<file path="src/rtl/bnn_result_uart_tx.sv">
// ---------------------------------------------------------------------------
// bnn_result_uart_tx
//
// Result transmitter for the microgreen BNN classifier. Takes one result
// (class index + score) over a valid/ready handshake, frames it as the
// 4-byte packet {HEADER, {6'b0,class}, score, xor-checksum} and shifts it
// out as 8N1 UART, LSB first, bytes back-to-back.
//
// Ports:
//   clk        system clock
//   rst_n      asynchronous active-low reset
//   ena        design enable; gates acceptance of new results only
//   res_valid  BNN core has a result
//   res_class  predicted class index (2 bits)
//   res_score  popcount/confidence score (8 bits)
//   res_ready  block accepts a result this cycle (IDLE and enabled)
//   tx         UART serial out, idles high, registered
//   busy       packet in flight, registered
// ---------------------------------------------------------------------------
module bnn_result_uart_tx #(
   parameter int         CLKS_PER_BIT = 87,
   parameter logic [7:0] HEADER       = 8'hA5
) (
   input  logic       clk,
   input  logic       rst_n,
   input  logic       ena,
   input  logic       res_valid,
   input  logic [1:0] res_class,
   input  logic [7:0] res_score,
   output logic       res_ready,
   output logic       tx,
   output logic       busy
);

   localparam int               CNT_W     = $clog2(CLKS_PER_BIT);
   localparam logic [CNT_W-1:0] BAUD_LAST = CNT_W'(CLKS_PER_BIT - 1);

   typedef enum logic [1:0] {
      ST_IDLE,
      ST_START,
      ST_DATA,
      ST_STOP
   } state_t;

   state_t           state_q,    state_d;
   logic [CNT_W-1:0] baud_q,     baud_d;
   logic [2:0]       bit_idx_q,  bit_idx_d;
   logic [1:0]       byte_idx_q, byte_idx_d;
   logic [7:0]       shift_q,    shift_d;
   logic [1:0]       class_q,    class_d;
   logic [7:0]       score_q,    score_d;
   logic             tx_q,       tx_d;
   logic             busy_q,     busy_d;

   logic             accept;
   logic             baud_done;
   logic [2:0]       bit_idx_inc;
   logic [1:0]       byte_idx_inc;

   // Byte 'idx' of the packet built from the captured result.
   function automatic logic [7:0] packet_byte(input logic [1:0] idx,
                                              input logic [1:0] cls,
                                              input logic [7:0] scr);
      logic [7:0] b1;
      b1 = {6'b0, cls};
      case (idx)
         2'd0:    return HEADER;
         2'd1:    return b1;
         2'd2:    return scr;
         default: return HEADER ^ b1 ^ scr;
      endcase
   endfunction

   // rst_n is folded in so res_ready stays low while reset is held, even
   // though the FSM already sits in IDLE.
   assign res_ready    = rst_n & ena & (state_q == ST_IDLE);
   assign accept       = res_valid & res_ready;
   assign baud_done    = (baud_q == BAUD_LAST);
   assign bit_idx_inc  = bit_idx_q + 3'd1;
   assign byte_idx_inc = byte_idx_q + 2'd1;

   assign tx   = tx_q;
   assign busy = busy_q;

   // Next-state logic. tx_d/busy_d are decided together with the state
   // transition so both outputs change on the same edge as the state.
   always_comb begin
      // NOTE: every _d starts as a hold of its _q so no path leaves a
      // variable unassigned, which would otherwise infer a latch.
      state_d    = state_q;
      baud_d     = baud_q;
      bit_idx_d  = bit_idx_q;
      byte_idx_d = byte_idx_q;
      shift_d    = shift_q;
      class_d    = class_q;
      score_d    = score_q;
      tx_d       = tx_q;
      busy_d     = busy_q;

      unique case (state_q)
         ST_IDLE: begin
            baud_d = '0;
            tx_d   = 1'b1;
            busy_d = 1'b0;
            if (accept) begin
               class_d    = res_class;
               score_d    = res_score;
               byte_idx_d = 2'd0;
               shift_d    = HEADER;
               state_d    = ST_START;
               tx_d       = 1'b0;
               busy_d     = 1'b1;
            end
         end

         ST_START: begin
            if (baud_done) begin
               baud_d    = '0;
               bit_idx_d = 3'd0;
               tx_d      = shift_q[0];
               state_d   = ST_DATA;
            end else begin
               baud_d = baud_q + 1'b1;
            end
         end

         ST_DATA: begin
            if (baud_done) begin
               baud_d = '0;
               if (bit_idx_q == 3'd7) begin
                  tx_d    = 1'b1;
                  state_d = ST_STOP;
               end else begin
                  bit_idx_d = bit_idx_inc;
                  tx_d      = shift_q[bit_idx_inc];
               end
            end else begin
               baud_d = baud_q + 1'b1;
            end
         end

         ST_STOP: begin
            if (baud_done) begin
               baud_d = '0;
               if (byte_idx_q == 2'd3) begin
                  tx_d    = 1'b1;
                  busy_d  = 1'b0;
                  state_d = ST_IDLE;
               end else begin
                  // Next byte starts immediately: no idle bits between bytes.
                  byte_idx_d = byte_idx_inc;
                  shift_d    = packet_byte(byte_idx_inc, class_q, score_q);
                  tx_d       = 1'b0;
                  state_d    = ST_START;
               end
            end else begin
               baud_d = baud_q + 1'b1;
            end
         end

         default: begin
            tx_d    = 1'b1;
            busy_d  = 1'b0;
            baud_d  = '0;
            state_d = ST_IDLE;
         end
      endcase
   end

   // Asynchronous reset drops any packet in flight: the line returns high
   // and busy clears without waiting for a clock.
   always_ff @(posedge clk or negedge rst_n) begin
      if (!rst_n) begin
         state_q    <= ST_IDLE;
         baud_q     <= '0;
         bit_idx_q  <= 3'd0;
         byte_idx_q <= 2'd0;
         shift_q    <= 8'h00;
         class_q    <= 2'd0;
         score_q    <= 8'h00;
         tx_q       <= 1'b1;
         busy_q     <= 1'b0;
      end else begin
         // NOTE: non-blocking assignments so every flop samples the
         // pre-edge value of its _d, independent of statement order.
         state_q    <= state_d;
         baud_q     <= baud_d;
         bit_idx_q  <= bit_idx_d;
         byte_idx_q <= byte_idx_d;
         shift_q    <= shift_d;
         class_q    <= class_d;
         score_q    <= score_d;
         tx_q       <= tx_d;
         busy_q     <= busy_d;
      end
   end

endmodule
</file>
<file path="config.mk">
export PLATFORM = sky130hd
export DESIGN_NAME = bnn_result_uart_tx
export DESIGN_NICKNAME = d
export VERILOG_FILES = /design/src/rtl/bnn_result_uart_tx.sv
export SDC_FILE = /design/constraint.sdc
export NUM_CORES = 1
export LEC_CHECK = 0
export CAP_MARGIN = 10
export CORE_MARGIN = 8
export CORE_UTILIZATION = 25
export DETAILED_ROUTE_END_ITERATION = 10
export SETUP_SLACK_MARGIN = 0.15
export SLEW_MARGIN = 5
export SYNTH_ARGS = -nofsm -noshare
export SYNTH_HDL_FRONTEND = slang
export SYNTH_SLANG_ARGS = --single-unit
</file>
<file path="constraint.sdc">
create_clock -name clk -period 1.6 [get_ports clk]
set_input_delay 0.32 -clock clk [delete_from_list [all_inputs] [get_ports clk]]
set_output_delay 0.32 -clock clk [all_outputs]
set_load 0.005 [all_outputs]
</file>
# ---- Word-level counts from Yosys, hierarchy flattened
# Cells that the tools add are included.
dict set report classes {
  eq_ne 16
  n_lt_le_gt_ge 1
  mux 35
  reduce_logical 11
  addsub 3
  n_bitwise 5
}
# cell count
set op_table {}
lappend op_table {{two-way mux 8 bit} 3}
lappend op_table {{case mux 8 bit (3 select lines)} 1}
lappend op_table {{two-way mux 2 bit} 8}
lappend op_table {{inequality test 2 bit (second input constant)} 8}
lappend op_table {{case mux 8 bit (2 select lines)} 1}
lappend op_table {{case mux 7 bit (2 select lines)} 1}
lappend op_table {{two-way mux 1 bit} 11}
lappend op_table {{two-way mux 3 bit} 3}
lappend op_table {{== test 2 bit (second input constant)} 4}
lappend op_table {{case mux 2 bit (4 select lines)} 1}
lappend op_table {{AND reduction 4 bit} 2}
lappend op_table {{bitwise XOR 8 bit} 1}
lappend op_table {{adder 7 x 1 -> 7 bit (second input constant)} 1}
lappend op_table {{== test 7 bit (second input constant)} 1}
lappend op_table {{two-way mux 7 bit} 1}
lappend op_table {{case mux 3 bit (2 select lines)} 1}
lappend op_table {{AND reduction 3 bit} 2}
lappend op_table {{AND reduction 5 bit} 1}
lappend op_table {{== test 2 x 1 -> 1 bit (second input constant)} 2}
lappend op_table {{zero test 2 bit} 2}
lappend op_table {{< comparator 3 x 4 -> 1 bit (second input constant)} 1}
lappend op_table {{NOT 1 -> 4 bit} 1}
lappend op_table {{case mux 1 bit (4 select lines)} 1}
lappend op_table {{case mux 2 bit (2 select lines)} 1}
lappend op_table {{other kinds (9)} 12}
dict set report word_totals {
  wordCells 80
  ff_bits 34
  output_inout_bits 3
  in_bits 14
}

# ---- Depth between registers and ports, before layout
# Gate-level depths: netlist (run 1).
dict set report logic_depth {
  ltp_word 6
  ltp_mapped 7
  depth_no_buf 6
}

# ---- Least setup slack after synthesis (run 1)
# OpenSTA, ideal clock, no wires.
dict set report synth_path {
  path_kind {flip-flop to flip-flop}
  start {register state_q[1]}
  end {register shift_q[2]}
  stages_incl_launch_ff 7
  period_less_slack_ns 1.715
  path_buffers 1
  t_required_ns 1.475
  arrival_time_ns 1.590
  setup_time_ns 0.125
  path_slack_ns -0.115
  cell_sequence {dfrtp_1 > ha_1 > buf_4 > nor2b_1 > nor3b_4 > o21ai_4 > mux2_4}
}
dict set report synth_via {
  elab_chain_len 5
  word_cells_on_any_way 10
  cone_classes {4 x eq/ne; 1 x mux; 2 x bitwise; 3 x reduce/logical}
}
# item line_no
set synth_lines {}
lappend synth_lines {{start, declared} 45} ;# state_t state_q, state_d;
lappend synth_lines {{start signal, assigned} 186} ;# state_q <= state_d;
lappend synth_lines {{zero test 2 bit} {76, 100}}
lappend synth_lines {{AND 1 bit} 76} ;# assign res_ready = rst_n & ena & (state_q == ST_IDLE);
lappend synth_lines {{AND 1 bit} 77} ;# assign accept = res_valid & res_ready;
lappend synth_lines {{inequality test 2 bit (no source line)} --}
lappend synth_lines {{AND reduction 4 bit (no source line)} --}
lappend synth_lines {{end signal, assigned} 190} ;# shift_q <= shift_d;
lappend synth_lines {{end, declared} 49} ;# logic [7:0] shift_q, shift_d;
# Parallel ways exist; a longest one is shown, timed or not.
# A chain may end at the register's enable or synchronous reset.

# ---- Final worst setup path (run 1)
dict set report layout_path {
  start {register state_q[1]}
  end {register shift_q[5]}
}
# Same word-level chain as after synthesis.

==> impl_metrics.py, run 1 <==
metrics = {
    "status": {
        "status": "finished, violations left",
        "violations": "setup timing",
    },
    "synth": {
        "syn_nets": 213,
        "mappedNetlistArea_mm2": 0.001884,
        "synth_common_cells": "nand2_1, dfrtp_1, ha_1, inv_1, nor2_1",
        "yosys.area_share.xor_xnor_pct": 2.789,
        "synthCells": 186,
        "yosysTopAreaCell": "dfrtp_1",
        "ys.flop_type": "dfrtp_1",
        "synth_area_leaders": "dfrtp_1, ha_1, nand2_1, mux2i_1, a22o_1",
        "async_flop_share_pct": 100.0,
        "synth_cell_types": 42,
        "yosys_register_bits": 34,
        "synth_top_area_share_pct": 43.82,
        "synth-compound-area-share_pct": 12.75,
        "synth_most_common_cell": "nand2_1",
        "synth-simple-area-share_pct": 18.73,
        "yosys_warnings": 0,
        "synth-adder-area-share_pct": 8.632,
        "synth_seq_area_share_pct": 45.22,
        "synth_top_family_by_area": "simple AND/OR/NAND/NOR gates",
        "avgSynthCellArea_um2": 10.13,
        "synth_enable_flop_cells": 0,
        "synth_mux_area_share_pct": 8.234,
    },
    "clocking": {
        "cts_hold_repair.buffers": 0,
        "cts_sinks": 34,
        "clkLatencyLatePin_ns": 0.28,
        "cts-root-buf": "clkbuf_8",
        "cts_made_buffers": 5,
        "cts-htree-levels": 2,
        "cts_tree": "built",
        "clkTransAtPathRegs_ns": 0.07,
        "clock_path_buffers": 2,
    },
    "die": {
        "rows": 31,
        "die_height_um": 102.8,
        "die_area_mm2": 0.01057,
        "coreArea_mm2": 0.007292,
        "start_util_pct": 25.84,
        "dieWidth_um": 102.8,
        "io_pins": 17,
    },
    "routing": {
        "drc": 0,
        "first_pass_iters": 4,
        "viasPerCell": 4.402,
        "route.vias.total": 1510,
        "ant_nets": 0,
        "drt_wl_total_mm": 4.629,
        "avgRoutedWirePerCell_um": 13.50,
        "drtIter0Drc": 72,
    },
    "timing": {
        "fin_tns_setup_ns": -0.2072,
        "layout_min_cycle_time_ns": 1.660,
        "slew_viol_final": 0,
        "setup_viol": 6,
        "tightest_slew_ns": 0.2818,
        "skew_ns": 0.004917,
        "rsz0062_at_grt": "true",
        "fin_ws_ns": -0.06009,
        "fin_hold_ws_ns": 0.4424,
        "finalCritPeriodShare_pct": 103.8,
        "relSlewSlack_pct": 81.21,
        "finalHoldViolations": 0,
        "clock.fmax_mhz": 602.4,
    },
    "power": {
        "seq_power_share_pct": 54.4,
        "swShare_pct": 21.49,
        "ir_drop_mv": 0.4319,
        "p_clk_share_pct": 42.0,
        "p_switching_uw": 339.2,
        "p_comb_share_pct": 3.6,
        "p_int_uw": 1239,
        "power_per_cell_area_mw_per_mm2": 557.9,
        "power.leakage_uw": 0.001273,
    },
    "critical_path": {
        "cp.arrival_ns": 1.83,
        "path_common_cell": "buf_6",
        "path_cells": "inv_2 -> ha_4 -> buf_6 -> buf_6 -> nor2b_4 -> o21ai_4 -> mux2_4",
        "path_max_fanout": 5,
        "cp-end-kind": "flip-flop",
        "crit_slowest_cell": "dfrtp_1",
        "cp_num_buf_inv": 3,
        "cp-start-kind": "flip-flop",
        "required_ns": 1.77,
        "max_stage_delay_ns": 0.38,
        "crit_type": "flip-flop to flip-flop",
        "path_delay_family": "flip-flops",
    },
    "placed_design": {
        "place_congestion": 0.8126,
        "hpwl_mm": 3.100,
        "dpl-instance-area_mm2": 0.002316,
        "port-buffer-count": 16,
        "dp_slack_ns": -0.2491,
    },
    "final_layout": {
        "fin_area_mm2": 0.002829,
        "syn_to_final_growth_pct": 50.13,
        "final_core_util_pct": 38.80,
        "diodes": 0,
        "nNetsFinal": 270,
        "drive_above_1_share_pct": 38.93,
    },
    "grt": {
        "grt_antenna_before_repair": 0,
        "grt.total_usage_pct": 9.292,
        "grt_first_pass_wirelength_mm": 7.748,
        "grt_pass1_vias": 1618,
        "grt_max_degree": 22,
        "overflow": 0,
    },
    "run": {
        "max-cap-violations": 0,
    },
    "min_path": {
        "hold_class": "input port to asynchronous set/reset pin",
    },
}
[final timing paths]
kind | start | to | slack (ns) | depth (start not counted)
worst max-delay path | state_q[1] | shift_q[5] | -0.06 | 7
worst max register to register | state_q[1] | shift_q[5] | -0.06 | 7
max in group asynchronous | rst_n | shift_q[5] | 0.79 | 3
min in group clk | score_q[1] | score_q[1] | 0.48 | 2
worst min register to register | score_q[1] | score_q[1] | 0.48 | 2
worst min-delay path | rst_n | state_q[0] | 0.44 | 2
[area by class of cell]
| class | instances | area (um^2) |
|---|---|---|
| Tap cell | 99 | 123.9 |
| Multi-Input combinational cell | 135 | 1209 |
| Fill cell | 752 | 4463 |
| Timing Repair Buffer | 54 | 504.2 |
| Clock buffer | 7 | 86.33 |
| Sequential cell | 34 | 852.1 |
| Clock inverter | 1 | 5.005 |
| Inverter | 13 | 48.80 |
[worst register-to-register path, delay by kind of cell, from the launching register on]
family / cells / cell delay, ns
and+or+nand+nor: 1 / 0.12
muxes: 1 / 0.33
buffers and inverters: 3 / 0.29
DFF: 1 / 0.38
adders and majority gates: 1 / 0.16
AOI/OAI and AO/OA: 1 / 0.25
[flip-flops by register name, summed over array words and instances (netlist names)]
| name | flops |
|---|---|
| class_q | 2 |
| score_q | 8 |
| tx | 1 |
| byte_idx_q | 2 |
| state_q | 2 |
| baud_q | 7 |
| bit_idx_q | 3 |
| busy | 1 |
| shift_q | 8 |
[what timing repair did]
action | in CTS | in global routing
buffers inserted | 11 | 8
pin swaps | 5 | 6
gates resized for setup | 39 | 33
setup endpoints to repair | 27 | 25
[logic make-up after synthesis]
logic type                 Yosys count
and+or+nand+nor                     72
DFF                                 34
AOI/OAI and AO/OA                   31
buffers and inverters               17
muxes                               13
adders and majority gates           13
xor gates and xnor gates             6
[metal layers]
layer	wire length (um)	vias up	global-route usage, %	part of all wire (%)
li1	-	758	-	-
met1	2211	733	11.76	48
met2	2289	15	15.48	49
met3	92	4	2.026	2.0
met4	36	0	2.670	0.78
met5	0	-	0	0
[stage by stage]
step | cells | power (uW)
CTS | 335 | 1601
global placement | 316 | 932.6
global route | 343 | 1634
detailed placement | 316 | 933.1
finish | 343 | 1578
floorplan | 186 | 876.1
[power groups by stage]
stage	logic, uW	clock network, uW	registers [uW]
after floorplan	0.307	0	876
after global placement	57.0	0	876
after detailed placement	57.5	0	876
after CTS	57.7	684	859
after global routing	62.7	713	858
final	56.5	663	859
[cell usage in the layout (no fill, tap or decap), types with 3 or more instances in the layout]
cell type        count
a22o_1               7
a22oi_2              3
buf_4               22
buf_6               17
clkbuf_8             6
clkdlybuf4s50_1     13
dfrtp_1             33
ha_1                 3
ha_2                 3
ha_4                 7
inv_1               11
mux2i_1              8
nand2_1             37
nand2_2              3
nand3_1              4
nor2_2               6
xnor2_1              4
No activity file was read; power rests on OpenSTA's default activity.
==> run 2: changes to the inputs <==
- CTS_BUF_LIST: not set -> sky130_fd_sc_hd__clkbuf_8
==> run 2 against run 1 <==
Compared with the run above: the flow still finishes with violations (setup timing); clock power barely moved; final cell count up 0.29%; wire length rose by 1.1%; sequential power hardly changed; via count rose by 1.5%; largest cell class unchanged.
==> impl_metrics.py, run 2 (synthesis results as in run 1) <==
metrics = {
    "status": {
        "status": "finished, violations left",
        "violations": "setup timing",
    },
    "run": {
        "max-cap-violations": 0,
    },
    "final_layout": {
        "syn_to_final_growth_pct": 49.73,
        "drive_above_1_share_pct": 38.78,
        "final_core_util_pct": 38.69,
        "instances_no_fill": 344,
        "final_common_cell": "nand2_1",
        "top_regs": "score_q x8, shift_q x8, baud_q x7",
        "layout.cells.most_common_list": "nand2_1, dfrtp_1, buf_4, clkdlybuf4s50_1, buf_6",
        "diodes": 0,
        "nNetsFinal": 271,
        "fin_area_mm2": 0.002821,
        "fillCellCount": 738,
    },
    "placed_design": {
        "dp.cells": 316,
        "port-buffer-count": 16,
        "hpwl_mm": 3.100,
        "dp_slack_ns": -0.2491,
        "place_congestion": 0.8126,
        "dpl-instance-area_mm2": 0.002316,
    },
    "critical_path": {
        "cp-start-kind": "flip-flop",
        "crit_type": "flip-flop to flip-flop",
        "required_ns": 1.77,
        "path_common_cell": "buf_6",
        "crit_slowest_cell": "dfrtp_1",
        "startpoint": "state_q[1]",
        "worst_r2r_path_depth": 8,
        "max_stage_delay_ns": 0.41,
        "crit_end": "byte_idx_q[0]",
        "cp.arrival_ns": 1.84,
        "path_cells": "inv_2 -> ha_4 -> buf_6 -> nand4_1 -> nand2_2 -> o21ai_4 -> buf_6 -> mux2_2",
        "path_max_fanout": 5,
        "r2r-end": "byte_idx_q[0]",
        "reg2reg_from": "state_q[1]",
        "rrSetupSlack_ns": -0.07,
        "cp-end-kind": "flip-flop",
    },
    "clocking": {
        "cts_sinks": 34,
        "cts_made_buffers": 5,
        "cts_tree": "built",
        "cts-root-buf": "clkbuf_8",
        "cts_hold_repair.buffers": 0,
        "clkTransAtPathRegs_ns": 0.08,
        "cts-htree-levels": 2,
        "clkLatencyLatePin_ns": 0.29,
        "clock_path_buffers": 2,
    },
    "power": {
        "power_per_cell_area_mw_per_mm2": 559.0,
        "swShare_pct": 21.85,
        "p_switching_uw": 344.5,
        "p_int_uw": 1233,
        "power.leakage_uw": 0.001278,
        "p_comb_share_pct": 3.6,
        "seq_power_share_pct": 54.5,
        "p_clk_share_pct": 42.0,
        "ir_drop_mv": 0.4119,
    },
    "grt": {
        "grt.total_usage_pct": 9.221,
        "grt_first_pass_wirelength_mm": 7.707,
        "overflow": 0,
        "grt_max_degree": 22,
        "grt_pass1_vias": 1620,
        "grt_antenna_before_repair": 0,
    },
    "die": {
        "coreArea_mm2": 0.007292,
        "die_area_mm2": 0.01057,
        "rows": 31,
        "io_pins": 17,
        "start_util_pct": 25.84,
        "dieWidth_um": 102.8,
        "die_height_um": 102.8,
    },
    "timing": {
        "layout_min_cycle_time_ns": 1.667,
        "finalCritPeriodShare_pct": 104.2,
        "fin_tns_setup_ns": -0.2339,
        "finalHoldViolations": 0,
        "fin_ws_ns": -0.06665,
        "clock.fmax_mhz": 600.0,
        "slew_viol_final": 0,
        "relSlewSlack_pct": 81.65,
        "setup_viol": 7,
        "tightest_slew_ns": 0.2752,
        "rsz0062_at_grt": "true",
        "skew_ns": 0.01204,
    },
    "routing": {
        "ant_nets": 0,
        "drc": 0,
        "drtIter0Drc": 73,
        "route.vias.total": 1533,
        "drt_wl_total_mm": 4.682,
        "viasPerCell": 4.456,
        "avgRoutedWirePerCell_um": 13.61,
        "first_pass_iters": 4,
    },
    "min_path": {
        "hold_class": "input port to asynchronous set/reset pin",
    },
}
[run 2: layer usage]
layer	vias up	GRT usage, %	wire, um
met4	0	2.670	49
li1	762	-	-
met2	18	15.28	2317
met1	747	11.72	2223
met5	-	0	0
met3	6	2.026	92
[run 2: how the worst min path moves through the flow]
stage	start	to	slack [ns]
3_3_place_gp	score_q[1]	score_q[1]	0.46
2_1_floorplan	rst_n	baud_q[0]	0.02
5_1_grt	rst_n	state_q[0]	0.47
3_5_place_dp	score_q[4]	score_q[4]	0.47
6_report	rst_n	state_q[0]	0.44
4_1_cts	rst_n	state_q[0]	0.42
[run 2: cell type report]
| class | instances | area, um^2 | area share [%] |
|---|---|---|---|
| multi-input cells | 135 | 1189 | 42.13 |
| repair buffers | 55 | 516.7 | 18.31 |
| flip-flops and latches | 34 | 852.1 | 30.20 |
| well taps | 99 | 123.9 | 4.390 |
| inverters | 13 | 48.80 | 1.729 |
| clock buffers | 6 | 82.58 | 2.927 |
| clock inverters | 2 | 8.758 | 0.3104 |
[run 2: timing repair]
action                                  CTS  global route
setup buffers                            13             7
pin swaps                                 5            16
gates resized for setup                  37            29
endpoints found under the setup margin   27            25
endpoints found under the hold margin     0             0
[run 2: metrics by stage]
step | hold WS (ns) | total power, uW
after floorplan | 0.02441 | 876.1
after global placement | 0.4585 | 932.6
after detailed placement | 0.4669 | 933.1
after CTS | 0.4235 | 1595
after global routing | 0.4683 | 1634
final | 0.4417 | 1577
[run 2: power groups by stage]
stage,logic (uW),registers (uW),clock network [uW]
floorplan,0.307,876,0
global placement,57.0,876,0
detailed placement,57.5,876,0
CTS,57.7,859,678
global route,62.5,858,713
finish,56.2,859,662
[run 2: critical path: cells and delay by family (launching register included)]
family / cells / cell delay [ns]
DFF: 1 / 0.41
buffers and inverters: 3 / 0.32
and+or+nand+nor: 2 / 0.30
muxes: 1 / 0.25
adders and majority gates: 1 / 0.14
AOI/OAI and AO/OA: 1 / 0.11
